`src/rtl/ha_array_accumulator.sv`:
```
// Accumulates the four compressed half-adder-array rows of an 8x8 multiplier,
// one row per cycle, and returns the product over a valid/ready handshake.
module ha_array_accumulator #(
    parameter int ROWS      = 4,
    parameter int T_W       = 9,
    parameter int B_W       = 7,
    parameter int B_OFS     = 2,
    parameter int ROW_SHIFT = 2,
    parameter int P_W       = 16
) (
    input  logic                clk,
    input  logic                rst_n,
    input  logic                in_valid,
    output logic                in_ready,
    input  logic [ROWS*T_W-1:0] in_t,
    input  logic [ROWS*B_W-1:0] in_b,
    output logic                out_valid,
    input  logic                out_ready,
    output logic [P_W-1:0]      product,
    output logic                ovf
);

    localparam int CNT_W = (ROWS > 1) ? $clog2(ROWS) : 1;
    localparam logic [CNT_W-1:0] LAST_ROW = CNT_W'(ROWS - 1);

    typedef enum logic [1:0] {
        IDLE = 2'd0,
        ACC  = 2'd1,
        DONE = 2'd2
    } state_t;

    state_t               state_q, state_d;
    logic [ROWS*T_W-1:0]  t_q, t_d;
    logic [ROWS*B_W-1:0]  b_q, b_d;
    logic [P_W-1:0]       acc_q, acc_d;
    logic                 ovf_q, ovf_d;
    logic [CNT_W-1:0]     cnt_q, cnt_d;
    logic                 out_valid_q, out_valid_d;

    logic [T_W-1:0]       t_sel;
    logic [B_W-1:0]       b_sel;
    logic [P_W:0]         row_raw;
    logic [P_W:0]         row_val;
    logic [P_W:0]         sum;

    // Weighted value of the row selected by the counter, carried at P_W+1 bits.
    always_comb begin
        t_sel   = t_q[cnt_q*T_W +: T_W];
        b_sel   = b_q[cnt_q*B_W +: B_W];
        row_raw = (P_W+1)'(t_sel) + ((P_W+1)'(b_sel) << B_OFS);
        row_val = row_raw << (cnt_q * ROW_SHIFT);
        sum     = {1'b0, acc_q} + row_val;
    end

    always_ff @(posedge clk or negedge rst_n) begin
        if (!rst_n) begin
            state_q     <= IDLE;
            t_q         <= '0;
            b_q         <= '0;
            acc_q       <= '0;
            ovf_q       <= 1'b0;
            cnt_q       <= '0;
            out_valid_q <= 1'b0;
        end else begin
            state_q     <= state_d;
            t_q         <= t_d;
            b_q         <= b_d;
            acc_q       <= acc_d;
            ovf_q       <= ovf_d;
            cnt_q       <= cnt_d;
            out_valid_q <= out_valid_d;
        end
    end

    always_comb begin
        state_d     = state_q;
        t_d         = t_q;
        b_d         = b_q;
        acc_d       = acc_q;
        ovf_d       = ovf_q;
        cnt_d       = cnt_q;
        out_valid_d = out_valid_q;
        case (state_q)
            IDLE: begin
                if (in_valid) begin
                    t_d     = in_t;
                    b_d     = in_b;
                    acc_d   = '0;
                    ovf_d   = 1'b0;
                    cnt_d   = '0;
                    state_d = ACC;
                end
            end
            ACC: begin
                acc_d = sum[P_W-1:0];
                ovf_d = ovf_q | sum[P_W];
                cnt_d = cnt_q + 1'b1;
                if (cnt_q == LAST_ROW) begin
                    cnt_d       = '0;
                    out_valid_d = 1'b1;
                    state_d     = DONE;
                end
            end
            DONE: begin
                if (out_ready) begin
                    out_valid_d = 1'b0;
                    state_d     = IDLE;
                end
            end
            default: begin
                out_valid_d = 1'b0;
                state_d     = IDLE;
            end
        endcase
    end

    always_comb begin
        in_ready  = (state_q == IDLE);
        out_valid = out_valid_q;
        product   = acc_q;
        ovf       = ovf_q;
    end

endmodule
```
`config.mk`:
```
export PLATFORM = sky130hd
export DESIGN_NAME = ha_array_accumulator
export DESIGN_NICKNAME = d
export VERILOG_FILES = /design/src/rtl/ha_array_accumulator.sv
export SDC_FILE = /design/constraint.sdc
export NUM_CORES = 1
export LEC_CHECK = 0
export CORE_MARGIN = 3
export CORE_UTILIZATION = 41
export CTS_BUF_LIST = sky130_fd_sc_hd__clkbuf_4
export CTS_CLUSTER_DIAMETER = 80
export DETAILED_ROUTE_END_ITERATION = 7
export PLACE_DENSITY = 0.73
export SETUP_SLACK_MARGIN = 0.4
export SKIP_CTS_REPAIR_TIMING = 1
export SYNTH_ARGS = -nofsm -noshare
export SYNTH_HDL_FRONTEND = slang
export SYNTH_SLANG_ARGS = --single-unit
```
`constraint.sdc`:
```
create_clock -name clk -period 7 [get_ports clk]
set_input_delay 1.4 -clock clk [delete_from_list [all_inputs] [get_ports clk]]
set_output_delay 1.4 -clock clk [all_outputs]
set_load 0.1 [all_outputs]
```
==> metrics.cfg <==
[global_routing]
grt_use_total_pct=18.0
grt_pass1_wl_mm=19.1
grt-ovfl-total=0
grt_max_degree=87
grt_pass1_vias=4066
antenna_found_initial=0

[critical_path]
cp_max_fo=43
crit_type=reg -> reg
cp.arrival_ns=5.18
r2r_slack_ns=2.20
required_ns=7.39
worstReg2RegEnd=product[12]
worst_setup_path_start_kind=register
end_kind=register
worstRegToRegCells=15
reg2reg_from=cnt_q[0]

[logic_synthesis]
syn_nets=649
ys_ff_latch=86
postSynth.topFlopCell=dfrtp_1
ys_async_sr_fraction_pct=100
yosysWarnings=0
syn_area_um2=4870
syn-instance-count=553
syn_avg_cell_area_um2=8.81
ys_seq_area_share_pct=44.2
synth_enable_flop_cells=0
yosys.cell_types.count=51

[drt]
vias_per_cell=5.24
first_iter_violations=263
highest_layer=met4
wl_per_cell_um=14.6
dr_wl_met2_mm=5.49
wirelength_met1_mm=5.10
firstDrtPassIters=5
wl_met3_um=465
drt_wl_total_mm=11.3
drc=0
ant_nets=0
dr_total_vias=4039

[worst_hold_path]
hp-class=reg -> reg
hp-start=b_q[17]
min_to=b_q[17]
holdPathStages=2

[flow_run]
maxCapViolCount=0

[die]
rows=39
io_pins=87
die_w_um=115
die_area_um2=13200
initial_utilization_pct=42.3
die_h_um=115
core_area_um2=11500

[placed_design]
place_area_um2=5820
place_congestion=0.907
place_ws_ns=2.24
dp_hpwl_mm=8.29
portBuffers=86

[sta]
max_clock_freq_ghz=0.209
max-slew-margin-rel_pct=25.2
setup_ws_ns=2.20
setup_viol=0
timing.final.crit_share_pct=68.5
worstMarginPinSlew_ns=1.12
timing.setup.tns_ns=0
clock_skew_ns=0.0104
hold_viol=0
fin_crit_ns=4.80
rsz0062_at_grt=no
report.final.slew_viol_count=0

[finish]
n_antenna_cell=0
fin_nets=719
layout_commonest_cell=nand2_1
layout_common_cells=219 x nand2_1, 85 x dfrtp_1, 85 x clkdlybuf4s50_1, 29 x a21oi_1, 26 x ha_1
final_area_um2=6010
area_delta_synth_final_pct=23.3
final_layout_size_suffix_gt1_share_pct=6.69

[cts]
cts_tree=built
h-tree-depth=3
clkSinkCount=86
insertion_delay_ns=0.45
clk_pin_slew_ns=0.13
clk_path_buf_depth=2
cts_root_buf=clkbuf_4
cts_buffers=9

[run_status]
outcome=complete, no violations

synthesized netlist by cell type, types with 2 or more instances:
library cell	number	share of area, %
fa_1	2	0.82
a211oi_1	5	0.77
buf_2	4	0.41
o31ai_1	3	0.46
nand2_1	220	17
nand2b_1	4	0.51
xor2_1	9	1.6
o21ai_1	11	1.1
o21ai_0	18	1.8
clkbuf_1	19	1.5
mux4_2	14	6.5
a31oi_1	2	0.26
o211ai_1	2	0.31
buf_1	7	0.54
dfrtp_1	86	44
inv_1	5	0.39
nor2_1	16	1.2
nor2b_1	5	0.64
nand3b_1	2	0.31
xnor2_1	6	1.1
o21a_1	2	0.31
mux2i_1	5	1.0
a21o_1	5	0.77
nor3b_1	2	0.31
a221o_1	2	0.41
o311ai_1	2	0.36
nand3_1	16	1.6
nand4_1	2	0.26
a21oi_1	29	3.0
nor3_1	2	0.21
ha_1	26	6.7
worst max-delay path, stage by stage, from the launching register on:
cell     delay, ns
dfrtp_2       1.01
mux4_2        0.60
ha_1          0.23
fa_1          0.42
a21o_1        0.19
a21oi_1       0.19
xor2_1        0.20
o21ai_0       0.13
nor2_1        0.14
a21oi_1       0.06
ha_1          0.38
o21ai_0       0.17
a31oi_4       0.24
a22oi_2       0.16
or4b_1        0.51
nand3_1       0.10
worst max-delay path by stage:
stage | from | to | slack [ns] | cells after the start
CTS | cnt_q[0] | product[12] | 2.21 | 15
finish | cnt_q[0] | product[12] | 2.20 | 15
detailed placement | cnt_q[0] | product[12] | 2.24 | 15
floorplan | cnt_q[0] | product[12] | 2.80 | 17
global route | cnt_q[0] | product[12] | 1.83 | 15
global placement | cnt_q[0] | product[12] | 2.36 | 15
layer usage:
layer	vias to the layer above	GRT usage, %
li1	2016	-
met1	1891	24.1
met2	114	29.9
met3	18	2.47
met4	0	6.34
met5	-	0
flip-flops by register name, summed over array words and instances (netlist names):
| register | flops |
|---|---|
| t_q | 36 |
| cnt_q | 2 |
| product | 16 |
| state_q | 2 |
| ovf | 1 |
| b_q | 28 |
| out_valid | 1 |
area by class of cell:
type / count / area [µm²]
Timing Repair Buffer: 89 / 881
Multi-Input combinational cell: 431 / 2580
Fill cell: 1105 / 5510
Clock inverter: 5 / 108
Inverter: 6 / 22.5
Tap cell: 143 / 179
Clock buffer: 11 / 82.6
Sequential cell: 86 / 2150
per-stage QoR:
stage	utilization [%]	instances	hold WS, ns
4_1_cts	52.2	771	0.491
2_1_floorplan	-	553	0.438
5_1_grt	52.2	771	0.502
3_3_place_gp	50.5	755	0.454
3_5_place_dp	50.5	755	0.459
6_report	52.2	771	0.489
cell families (layout without fill, tap and decap cells):
logic type,count (synthesis),count (layout),share of synthesized area [%]
buffers and inverters,36,111,2.88
xor gates and xnor gates,15,15,2.70
adders and majority gates,28,28,7.50
and+or+nand+nor,276,276,23.1
muxes,19,19,7.50
DFF,86,86,44.2
AOI/OAI and AO/OA,93,93,12.1
Power is left out: the tool's default activity adds up to more than one toggle a clock period on the data nets, which glitch-free logic cannot reach.
